<file path="src/rtl/jtpopeye_rom_sched.sv">
// Purpose: arbitrates CPU (byte) and object (32-bit) ROM reads onto one SDRAM read port, one-entry cache per requester.
// Latency: hits are combinational; a miss raises sdram_req 1 cycle after it appears, and the data hits the cycle after data_rdy.
// Backpressure: requesters hold cs/addr until *_ok; sdram_req is held until sdram_ack; a flush drops everything in flight.
module jtpopeye_rom_sched #(
    parameter int          CPU_AW     = 15,
    parameter int          OBJ_AW     = 13,
    parameter logic [21:0] CPU_OFFSET = 22'h00_0000,
    parameter logic [21:0] OBJ_OFFSET = 22'h00_4000
)(
    input  logic              clk,
    input  logic              rst_n,
    input  logic              loop_rst,
    input  logic              downloading,
    input  logic              cpu_cs,
    input  logic [CPU_AW-1:0] cpu_addr,
    output logic [7:0]        cpu_data,
    output logic              cpu_ok,
    input  logic              obj_cs,
    input  logic [OBJ_AW-1:0] obj_addr,
    output logic [31:0]       obj_data,
    output logic              obj_ok,
    output logic [21:0]       sdram_addr,
    output logic              sdram_req,
    input  logic              sdram_ack,
    input  logic [31:0]       data_read,
    input  logic              data_rdy,
    output logic              refresh_en
);

    localparam int CTW = CPU_AW - 2;

    localparam logic [1:0] ST_IDLE     = 2'd0;
    localparam logic [1:0] ST_WAIT_ACK = 2'd1;
    localparam logic [1:0] ST_WAIT_RDY = 2'd2;

    localparam logic SLOT_CPU = 1'b0;
    localparam logic SLOT_OBJ = 1'b1;

    logic [1:0]        state;
    logic              gnt_slot;
    logic              last_served;

    logic              cpu_valid;
    logic [CTW-1:0]    cpu_tag;
    logic [31:0]       cpu_word;
    logic [CTW-1:0]    fill_cpu_tag;

    logic              obj_valid;
    logic [OBJ_AW-1:0] obj_tag;
    logic [31:0]       obj_word;
    logic [OBJ_AW-1:0] fill_obj_tag;

    logic              flush;
    logic              req_block;
    logic [CTW-1:0]    cpu_addr_tag;
    logic              cpu_hit;
    logic              obj_hit;
    logic              cpu_miss;
    logic              obj_miss;
    logic              pick_cpu;
    logic [21:0]       cpu_req_addr;
    logic [21:0]       obj_req_addr;

    // Flush sources discard cache contents and any fill in flight; reset also
    // blocks new requests so the idle outputs show their reset values.
    assign flush        = loop_rst | downloading;
    assign req_block    = flush | ~rst_n;

    assign cpu_addr_tag = cpu_addr[CPU_AW-1:2];
    assign cpu_hit      = cpu_cs & cpu_valid & (cpu_tag == cpu_addr_tag);
    assign obj_hit      = obj_cs & obj_valid & (obj_tag == obj_addr);
    assign cpu_miss     = cpu_cs & ~cpu_hit & ~req_block;
    assign obj_miss     = obj_cs & ~obj_hit & ~req_block;

    assign cpu_ok       = cpu_hit & ~flush;
    assign obj_ok       = obj_hit & ~flush;
    assign cpu_data     = cpu_word[{cpu_addr[1:0], 3'b000} +: 8];
    assign obj_data     = obj_word;

    // When both slots miss, serve the one that was not served last so neither starves.
    assign pick_cpu     = cpu_miss & (~obj_miss | (last_served == SLOT_OBJ));

    // ROM words are 32 bits, SDRAM words 16 bits: a tag maps to two SDRAM words.
    assign cpu_req_addr = CPU_OFFSET + 22'({cpu_addr_tag, 1'b0});
    assign obj_req_addr = OBJ_OFFSET + 22'({obj_addr, 1'b0});

    assign refresh_en   = req_block | ((state == ST_IDLE) & ~cpu_miss & ~obj_miss);

    // Request FSM and cache fill; flush overrides every state.
    always_ff @(posedge clk or negedge rst_n) begin
        if (!rst_n) begin
            state        <= ST_IDLE;
            gnt_slot     <= SLOT_CPU;
            last_served  <= SLOT_OBJ;
            cpu_valid    <= 1'b0;
            cpu_tag      <= '0;
            cpu_word     <= '0;
            fill_cpu_tag <= '0;
            obj_valid    <= 1'b0;
            obj_tag      <= '0;
            obj_word     <= '0;
            fill_obj_tag <= '0;
            sdram_addr   <= '0;
            sdram_req    <= 1'b0;
        end else if (flush) begin
            state        <= ST_IDLE;
            sdram_req    <= 1'b0;
            cpu_valid    <= 1'b0;
            obj_valid    <= 1'b0;
        end else begin
            case (state)
                ST_IDLE: begin
                    if (cpu_miss | obj_miss) begin
                        if (pick_cpu) begin
                            gnt_slot     <= SLOT_CPU;
                            fill_cpu_tag <= cpu_addr_tag;
                            sdram_addr   <= cpu_req_addr;
                        end else begin
                            gnt_slot     <= SLOT_OBJ;
                            fill_obj_tag <= obj_addr;
                            sdram_addr   <= obj_req_addr;
                        end
                        sdram_req <= 1'b1;
                        state     <= ST_WAIT_ACK;
                    end
                end
                ST_WAIT_ACK: begin
                    if (sdram_ack) begin
                        sdram_req <= 1'b0;
                        state     <= ST_WAIT_RDY;
                    end
                end
                ST_WAIT_RDY: begin
                    // The fill lands under the tag latched at grant time, even
                    // if the requester has since moved on.
                    if (data_rdy) begin
                        if (gnt_slot == SLOT_CPU) begin
                            cpu_valid <= 1'b1;
                            cpu_tag   <= fill_cpu_tag;
                            cpu_word  <= data_read;
                        end else begin
                            obj_valid <= 1'b1;
                            obj_tag   <= fill_obj_tag;
                            obj_word  <= data_read;
                        end
                        last_served <= gnt_slot;
                        state       <= ST_IDLE;
                    end
                end
                default: state <= ST_IDLE;
            endcase
        end
    end

endmodule

</file>
<file path="config.mk">
export PLATFORM = sky130hd
export DESIGN_NAME = jtpopeye_rom_sched
export DESIGN_NICKNAME = d
export VERILOG_FILES = /design/src/rtl/jtpopeye_rom_sched.sv
export SDC_FILE = /design/constraint.sdc
export NUM_CORES = 1
export LEC_CHECK = 0
export ABC_CLOCK_PERIOD_IN_PS = 2500
export BUFFER_PORTS_ARGS = -buffer_cell sky130_fd_sc_hd__buf_2
export CORE_ASPECT_RATIO = 0.5
export CORE_UTILIZATION = 30
export DETAILED_ROUTE_END_ITERATION = 7
export MAX_ROUTING_LAYER = met4
export SYNTH_ARGS = -nofsm -noshare
export SYNTH_HDL_FRONTEND = slang
export SYNTH_SLANG_ARGS = --single-unit
</file>
<file path="constraint.sdc">
create_clock -name clk -period 2.5 [get_ports clk]
set_input_delay 0.5 -clock clk [delete_from_list [all_inputs] [get_ports clk]]
set_output_delay 0.5 -clock clk [all_outputs]
set_load 0.03 [all_outputs]
</file>
==> metrics.md, run 1 <==
| Metric | Value |
|---|---|
| Status | complete, but fails checks |
| Violations in the final reports | negative setup slack |
| Initial antenna violation count | 0 |
| Gr ovfl total | 0 |
| CTS Sinks | 136 |
| Count of final max-slew check failures | 0 |
| Final setup fails | 1 |
| Register area | 0.003405 mm² |
| Final WL | 13,240 µm |
| Leakage power | 4.057 nW |
| Count of flip-flops with a built-in enable after synthesis | 0 |
| Min Clock Period, post-route | 2.761 ns |
| Combinational family with the most area after synthesis | multiplexers |
| Starting Density | 31.27% |
| CTS HTree Levels | 4 |
| Final-report hold violation count | 0 |
| Clock Tree Buf Depth | 2 |
| Vias | 3,707 |
| Post-Syn Area per Cell | about 15 µm² |
| Placed instance area | 0.006978 mm² |
| Comb power frac | 11.7% |
| CTS tree | yes |
| Internal Power | 4.132 mW |
| Design Power | between 5 and 6 mW |
| Die width | 199.7 µm |
| Ys Warns | 0 |
| Placement row count | 35 |
| Worst Slack Setup Final | -0.2613 ns |
| Area grow syn2layout | 29.91% |
| Sequential share of the synthesized area | 58.09% |
| Peak supply drop | 0.4540 mV |
| Unrepaired setup endpoints after global routing | true |
| WHS | 0.3210 ns |
| Fmax achieved | 0.3621 GHz |
| Routed len/inst | 15.95 µm |
| Root buffer cell | clkbuf_16 |
| Relative slew slack | 55.57% |
| Largest net degree at the start of global routing | about 120 |
| Mapped Cells | 400 |
| Design area | about 0.0076 mm² |
| Layout cells sized above 1 | 57.09% |
| Core area | 0.01874 mm² |
| Drt first pass iters | 4 |
| Post-synthesis xor/xnor area fraction | 3.886% |
| Adder-Cell Fraction of Synth Area | 0% |
| CP Capture Type | output port |
| Die area | 0.02013 mm² |
| Post-synth ARST share | 100.0% |
| Clk_lat worst skew | 0.42 ns |
| Post-synthesis simple-gate area fraction | between 4 and 5% |
| Post-synth cell types | 38 |
| Post-DR vias/cell | 4.466 |
| Arr. time, crit path | 2.26 ns |
| First-pass GRT wire length | between 20,000 and 25,000 µm |
| Startpoint Class | flip-flop |
| Reg clk slew, reported paths | 0.06 ns |
| Critical path type | reg2out |
| TritonCTS Buffers | 17 |
| Die Span Y | 100.8 µm |
| Quantity of I/O buffers inserted on ports | 125 |
| Final Util | 40.62% |
| Synthesized flop and latch total | 136 |
| Main synth FF type | dfrtp_1 |
| DRC Markers | 0 |
| Final Skew | between 0.009 and 0.01 ns |
| Post-Syn Area | approximately 0.0059 mm² |
| Fillers | 1,811 |
| Vias in the first global route | 3,984 |
| CP Max Fanout | 2 |
| DR iter-0 viols | 167 |
| Maxcap violations | 0 |
| Diode count | 0 |
| Compound-cell area share of the yosys netlist | around 2.1% |
| I/O pin count | 134 |
| Clock network power share | 44.7% |
| Reg power frac | 43.7% |
| GP Congestion | 0.7830 |
| Final HPWL DP | 9142 µm |
| Worst path required time | approximately 2.0 ns |
| Hold/Removal Path Class | in2reg |
| Power per cell area | around 730 mW/mm² |
| Worst Tran Pin Value | ~0.67 ns |
| # nets final | approximately 630 |
| Post-DRT Antenna Nets | 0 |
| P_sw | 1.443 mW |
| GRT Util Overall | 14.38% |
| Multi-input logic area | 0.002349 mm² |
| Multiplexer share of the synthesized area | 28.16% |
| Fin crit share | 110.5% |
| Switching share of power | 25.88% |
## metrics by stage
stage / cells / worst slack (ns) / TNS (ns)
3_3_place_gp: 797 / -0.1634 / -1.079
2_1_floorplan: 407 / 0.08843 / 0
6_report: 830 / -0.2613 / -0.2613
4_1_cts: 830 / -0.3051 / -0.3426
5_1_grt: 830 / -0.3659 / -0.4822
3_5_place_dp: 797 / -0.1733 / -1.002
## worst paths after layout
check	from	endpoint	slack [ns]	depth (start not counted)
max	obj_tag[9]$_DFFE_PN0P_	refresh_en	-0.26	7
min	data_read[30]	obj_data[30]$_DFFE_PN0P_	0.32	2
max reg2reg	obj_tag[9]$_DFFE_PN0P_	fill_obj_tag[9]$_DFFE_PN0P_	0.08	9
min reg2reg	last_served$_DFFE_PN1P_	last_served$_DFFE_PN1P_	0.47	2
max in group asynchronous	rst_n	obj_data[12]$_DFFE_PN0P_	1.16	3
min in group asynchronous	rst_n	sdram_addr[14]$_DFFE_PN0P_	0.48	2
## cell families (layout without fill, tap and decap cells)
family,Yosys count,after routing
compound gates,21,21
simple gates,50,50
mux,137,137
flops,136,136
other cells,1,8
xor+xnor,26,26
buf+inv,29,193
## critical path: stages (launching register included)
cell and delay, ns:
dfrtp_1 0.39, xor2_1 0.17, nor4_2 0.27, buf_4 0.16, nand4_1 0.13, a22o_1 0.29
o311ai_2 0.23, buf_4 0.21
## cell usage after synthesis (all sizes together), types with 2 or more instances
| master | n | area, µm² |
|---|---|---|
| clkbuf | 12 | 45.04 |
| mux2 | 116 | 1340 |
| nor3 | 2 | 10.01 |
| nand4 | 3 | 18.77 |
| dfrtp | 135 | 3378 |
| nor4 | 6 | 50.04 |
| nand3b | 2 | 27.53 |
| nand3 | 2 | 10.01 |
| nand2 | 7 | 26.28 |
| xor2 | 24 | 210.2 |
| nor2b | 2 | 12.51 |
| mux4 | 8 | 180.2 |
| and3 | 2 | 12.51 |
| buf | 16 | 120.1 |
| a21oi | 15 | 75.07 |
| or2 | 2 | 12.51 |
| mux2i | 13 | 130.1 |
| xnor2 | 2 | 17.52 |
| nor2 | 18 | 67.56 |
## cells in the final DEF (no fill, tap or decap), types with 4 or more instances in the layout
cell,synthesis,final
dfrtp_1,135,135
buf_2,3,121
mux2_2,107,107
buf_4,9,32
xor2_1,24,24
clkbuf_16,0,17
nor2_1,18,16
a21oi_1,15,15
mux2i_1,13,13
mux2_4,9,9
mux4_2,8,8
conb_1,1,8
nand2_1,7,7
clkinv_2,0,5
nor4_2,2,4
## cell type report
| cell class | count | area share [%] |
|---|---|---|
| inverter | 1 | 0.04930 |
| timing repair buffer | 160 | 12.47 |
| sequential | 136 | 44.72 |
| multi-input combinational | 242 | 30.85 |
| clock buffer | 20 | 5.998 |
| tap | 259 | 4.256 |
| clock inverter | 12 | 1.660 |
## registers in the layout, summed over array words and instances (netlist names)
signal and count:
sdram_addr 14, cpu_word 32, last_served 1, fill_obj_tag 13, obj_tag 13, cpu_valid 1, cpu_tag 13, fill_cpu_tag 13
state 2, sdram_req 1, obj_valid 1, obj_data 32
## routing by layer
layer / vias up / share of wire [%] / GRT usage (%)
li1: 1721 / - / -
met5: - / 0 / -
met3: 16 / 4.5 / 3.948
met2: 88 / 46 / 21.74
met1: 1882 / 48 / 18.51
met4: 0 / 1.6 / 5.167
## power groups by stage
stage	sequential, mW	combinational [mW]	clock [mW]
global placement	2.47	0.645	0
detailed placement	2.47	0.653	0
global route	2.46	0.708	2.65
floorplan	2.60	0.244	0
finish	2.43	0.651	2.49
CTS	2.43	0.659	2.55
## repair_timing
item,in CTS,in global routing
endpoints found under the hold margin,5,0
setup endpoints to repair,3,20
hold buffers,1,0
resized for setup,4,7
setup buffers,1,1
pin swaps,3,2
Note: power is estimated with default switching activity, not from simulation.
==> run 2, diff against run 1 <==
- CORE_UTILIZATION: 30 -> 35
- HOLD_SLACK_MARGIN: default -> 0.1
- PLACE_DENSITY_LB_ADDON: default -> 0.15
==> run 2 against run 1 <==
Against the previous run: the run still ends with negative setup slack left; global-route usage increased by 2.2 points; register-to-register slack got worse by 0.06 ns; via count increased by 0.59%; final area increased by 1.8%; sequential share of layout area decreased by 0.78 points; fmax increased by 0.98%; first-iteration DRC count increased by 16%; sequential power about the same; utilization increased by 6.7 points; critical endpoint unchanged; highest routed layer unchanged.
==> metrics.md, run 2 (synthesis gave the netlist of run 1 again) <==
| Metric | Value |
|---|---|
| Fin crit share | 109.4% |
| Worst path required time | 2.00 ns |
| Min Clock Period, post-route | approximately 2.7 ns |
| I/O pin count | between 100 and 150 |
| Reg2Reg Setup Slack | 0.02 ns |
| Dpl ws | -0.2678 ns |
| Die area | roughly 0.017 mm² |
| WHS | ~0.34 ns |
| Relative slew slack | between 40% and 50% |
| Status | complete, but fails checks |
| Clock network power share | 45.1% |
| Design area | 0.007749 mm² |
| RR Endpoint | fill_cpu_tag[4]$_DFFE_PN0P_ |
| Final-report hold violation count | 0 |
| Area grow syn2layout | 32.22% |
| Hold/Removal Path Class | in2reg |
| Peak supply drop | slightly below 0.5 mV |
| Design Power | 5.644 mW |
| Reg clk slew, reported paths | about 0.060 ns |
| Post-DRT Antenna Nets | 0 |
| Commonest non-fill, non-tap cell in the layout | dfrtp_1 |
| Final WL | 13,010 µm |
| Maxcap violations | 0 |
| Routed len/inst | 16.00 µm |
| Final Skew | about 0.0082 ns |
| Critical path startpoint | obj_tag[9]$_DFFE_PN0P_ |
| Startpoint Class | flip-flop |
| Final HPWL DP | 9007 µm |
| Final Util | 47.27% |
| GP Congestion | about 0.76 |
| CP Capture Type | output port |
| Clk_lat worst skew | 0.41 ns |
| Core area | 0.01639 mm² |
| Switching share of power | 25.34% |
| Drt first pass iters | 4 |
| DRC Markers | 0 |
| DR iter-0 viols | 194 |
| Internal Power | 4.214 mW |
| Fillers | 1,495 |
| Die Span Y | about 94 µm |
| Count of final max-slew check failures | 0 |
| Multi-input logic area | 0.002380 mm² |
| Commonest cells after routing, fill and taps aside | 135 x dfrtp_1, 121 x buf_2, 107 x mux2_2 |
| CTS Sinks | 136 |
| First-pass GRT wire length | roughly 21,000 µm |
| Fmax achieved | between 0.3 and 0.4 GHz |
| P_sw | 1.430 mW |
| CTS tree | yes |
| Leakage power | 4.132 nW |
| Power per cell area | 728.4 mW/mm² |
| Min-delay src | data_read[6] |
| Worst Tran Pin Value | between 0.8 and 0.9 ns |
| CP Max Fanout | 2 |
| CTS HTree Levels | 4 |
| TritonCTS Buffers | 17 |
| Placement row count | 33 |
| Register area | 0.003405 mm² |
| Reg power frac | 43.2% |
| Layout cells sized above 1 | 58.53% |
| Root buffer cell | clkbuf_16 |
| Min-Delay Path Depth | 2 |
| Arr. time, crit path | 2.23 ns |
| Unrepaired setup endpoints after global routing | true |
| Initial antenna violation count | 0 |
| Die width | approximately 190 µm |
| Gr ovfl total | 0 |
| Diode count | 0 |
| Vias in the first global route | 3,906 |
| Violations in the final reports | negative setup slack |
| Critical path type | reg2out |
| Final setup fails | 2 |
| Post-DR vias/cell | 4.587 |
| Starting Density | 35.75% |
| Vias | 3,729 |
| Worst Slack Setup Final | -0.2344 ns |
| GRT Util Overall | 16.61% |
| Clock Tree Buf Depth | 2 |
| # nets final | 642 |
| Reg2reg start | obj_tag[9]$_DFFE_PN0P_ |
| Largest net degree at the start of global routing | 64 |
| Placed instance area | 0.006998 mm² |
| Reg2Reg Depth | 10 |
| Worst Hold Path EP | obj_data[6]$_DFFE_PN0P_ |
| Quantity of I/O buffers inserted on ports | 125 |
| Comb power frac | 11.6% |
==> run 2: changes by cell type in the layout (fill, tap and decap cells not counted), sizes merged <==
cell | previous run | this run
and2 | 1 | 2
bufinv | 2 | 3
clkinvlp | 2 | 4
buf | 159 | 174
clkinv | 8 | 5
clkbuf | 20 | 19
==> run 2: timing repair <==
item	CTS	global route
hold buffers	1	0
endpoints found under the setup margin	3	33
gates resized for setup	14	6
pin swaps	5	8
buffers inserted	3	4
cloned	0	1
endpoints found under the hold margin	14	0
==> run 2: cell type report <==
type | instances | share of cell area, %
clock buffers | 19 | 5.716
clock inverters | 12 | 1.970
inverters | 1 | 0.04844
multi-input cells | 243 | 30.71
flip-flops and latches | 136 | 43.94
well taps | 227 | 3.665
repair buffers | 175 | 13.95
==> run 2: how the worst max path moves through the flow <==
stage | end | slack [ns] | depth (start not counted)
3_5_place_dp | refresh_en | -0.27 | 8
3_3_place_gp | refresh_en | -0.17 | 8
4_1_cts | refresh_en | -0.38 | 7
2_1_floorplan | refresh_en | 0.09 | 5
5_1_grt | refresh_en | -0.37 | 7
6_report | refresh_en | -0.23 | 7
==> run 2: critical path, stage by stage (launching register included) <==
cell,delay (ns)
dfrtp_1,0.40
xor2_1,0.15
nor4_2,0.27
buf_4,0.15
nand4_1,0.15
a22o_4,0.31
o311ai_4,0.23
buf_6,0.17
==> run 2: power groups by stage <==
stage	clock [mW]	combinational (mW)	sequential [mW]
after floorplan	0	0.244	2.60
after global placement	0	0.648	2.48
after detailed placement	0	0.654	2.48
after CTS	2.63	0.664	2.44
after global routing	2.72	0.721	2.46
final	2.55	0.657	2.44
==> run 2: metrics by stage <==
| step | instances | setup TNS [ns] |
|---|---|---|
| 5_1_grt | 813 | -2.462 |
| 4_1_cts | 808 | -2.630 |
| 2_1_floorplan | 407 | 0 |
| 3_3_place_gp | 773 | -0.9172 |
| 3_5_place_dp | 773 | -1.515 |
| 6_report | 813 | -0.2771 |
==> run 2: per-layer routing <==
| metal | global-route usage (%) | wire length, µm | vias to the layer above |
|---|---|---|---|
| li1 | - | - | 1756 |
| met1 | 21.63 | 6352 | 1871 |
| met2 | 25.34 | 6030 | 95 |
| met3 | 5.023 | 585 | 7 |
| met4 | 4.132 | 42 | 0 |
| met5 | - | 0 | - |
==> run 3, diff against run 2 <==
- CORE_UTILIZATION: 35 -> 54
- GPL_ROUTABILITY_DRIVEN: default -> 1
- SKIP_CTS_REPAIR_TIMING: default -> 1
==> run 3 against run 2 <==
Against the previous run: the flow still finishes with violations (negative setup slack); sequential cell count stayed put; critical endpoint unchanged; non-clock buffer count fell by 13; utilization up 25 points; worst hold slack worse by 0.075 ns.
==> metrics.md, run 3 (synthesis gave the netlist of run 1 again) <==
| Metric | Value |
|---|---|
| Status | complete, but fails checks |
| Violations in the final reports | negative setup slack |
| Hold/Removal Path Class | in2async |
| Post-DRT Antenna Nets | 0 |
| Fmax achieved | 0.3599 GHz |
| Worst Tran Pin Value | 0.9109 ns |
| Commonest non-fill, non-tap cell in the layout | dfrtp_1 |
| Die area | 0.01130 mm² |
| Worst path buffer plus inverter count | 2 |
| DR iter-0 viols | 150 |
| GP Congestion | 0.9032 |
| Layout cells sized above 1 | around 58% |
| Worst path required time | 2.00 ns |
| Critical path type | reg2out |
| Largest net degree at the start of global routing | 74 |
| Root buffer cell | clkbuf_16 |
| TritonCTS Buffers | 17 |
| Starting Density | 56.47% |
| First-pass GRT wire length | approximately 19,000 µm |
| Dpl cells | 679 |
| Top delay family on crit path | compound AO/OA/AOI/OAI gates |
| Dpl ws | -0.1147 ns |
| Final WL | ~12,000 µm |
| Worst Slack Setup Final | -0.2783 ns |
| Maxcap violations | 0 |
| Count of final max-slew check failures | 0 |
| Gr ovfl total | 0 |
| Unrepaired setup endpoints after global routing | true |
| CTS HTree Levels | 4 |
| Fin cells | just over 700 |
| Post-DR vias/cell | 5.213 |
| Fin crit share | 111.1% |
| Final Skew | 0.007019 ns |
| Startpoint Class | flip-flop |
| CTS tree | yes |
| Final Util | between 70 and 80% |
| Power per cell area | 739.6 mW/mm² |
| I/O pin count | 134 |
| CP Capture Type | output port |
| Vias in the first global route | 3,749 |
| Reg clk slew, reported paths | 0.06 ns |
| Min Clock Period, post-route | 2.778 ns |
| DRC Markers | 0 |
| # nets final | between 600 and 700 |
| Peak supply drop | 0.5117 mV |
| Leakage power | 4.060 nW |
| Largest stage delay on the critical path | 0.40 ns |
| Die Span Y | 75.67 µm |
| Drt first pass iters | 4 |
| Vias | 3,717 |
| Clock Tree Buf Depth | 2 |
| Placement row count | 26 |
| Routed len/inst | 16.99 µm |
| Design Power | 5.527 mW |
| Final setup fails | 2 |
| Cell Chain, Critical Path | xor2_1 -> nor4_2 -> buf_4 -> nand4_1 -> a22o_1 -> o311ai_2 -> buf_4 |
| Relative slew slack | roughly two fifths |
| Final HPWL DP | 8222 µm |
| Placed instance area | just under 0.007 mm² |
| Design area | 0.007472 mm² |
| Initial antenna violation count | 0 |
| Commonest cells after routing, fill and taps aside | 135 x dfrtp_1, 121 x buf_2, 107 x mux2_2 |
| Clk_lat worst skew | 0.40 ns |
| Core area | 0.01038 mm² |
| Die width | approximately 150 µm |
| Arr. time, crit path | 2.28 ns |
| Most used cell, CP | buf_4 |
| GRT Util Overall | 23.24% |
| CP Max Fanout | 3 |
| CTS Sinks | 136 |
| Quantity of I/O buffers inserted on ports | 125 |
| Final-report hold violation count | 0 |
| Diode count | 0 |
| Area grow syn2layout | 27.50% |
| Crit-path slowest cell | dfrtp_1 |
[run 3: area by class of cell]
cell class                      count  area (µm²)
Fill cell                         748        2905
Inverter                            1       3.754
Clock inverter                     14       153.9
Tap cell                          140       175.2
Sequential cell                   136        3405
Timing Repair Buffer              162       935.9
Clock buffer                       17       425.4
Multi-Input combinational cell    243        2374
[run 3: metal layers]
| metal | global-route usage [%] | vias up | routed length, µm |
|---|---|---|---|
| li1 | - | 1733 | - |
| met1 | 29.63 | 1859 | 5574 |
| met4 | 8.050 | 0 | 124 |
| met5 | - | - | 0 |
| met2 | 36.80 | 111 | 5780 |
| met3 | 5.988 | 14 | 635 |
[run 3: power breakdown]
| group | internal (mW) | switching [mW] | leakage [nW] |
|---|---|---|---|
| sequential | 2.36 | 0.0832 | 1.82 |
| combinational | 0.260 | 0.393 | 1.97 |
| clock | 1.47 | 0.963 | 0.275 |
[run 3: metrics by stage]
| stage | hold slack, ns | TNS (ns) |
|---|---|---|
| after detailed placement | 0.3299 | -0.6027 |
| after global placement | 0.3300 | -0.2078 |
| final | 0.2599 | -0.2857 |
| after CTS | -0.1064 | -0.4403 |
| after global routing | 0.3196 | -0.7183 |
| after floorplan | 0.2044 | 0 |
[run 3: path summary, 6_finish.rpt]
| check | endpoint | slack (ns) | startpoint | depth (start not counted) |
|---|---|---|---|---|
| worst max-delay path | refresh_en | -0.28 | obj_tag[12]$_DFFE_PN0P_ | 7 |
| worst max register to register | fill_obj_tag[9]$_DFFE_PN0P_ | 0.11 | obj_tag[12]$_DFFE_PN0P_ | 9 |
| worst min register to register | obj_valid$_DFFE_PN0P_ | 0.47 | obj_valid$_DFFE_PN0P_ | 2 |
| min in group clk | cpu_word[28]$_DFFE_PN0P_ | 0.34 | data_read[28] | 2 |
| max in group asynchronous | cpu_word[31]$_DFFE_PN0P_ | 1.54 | rst_n | 2 |
| worst min-delay path | fill_cpu_tag[5]$_DFFE_PN0P_ | 0.26 | rst_n | 2 |
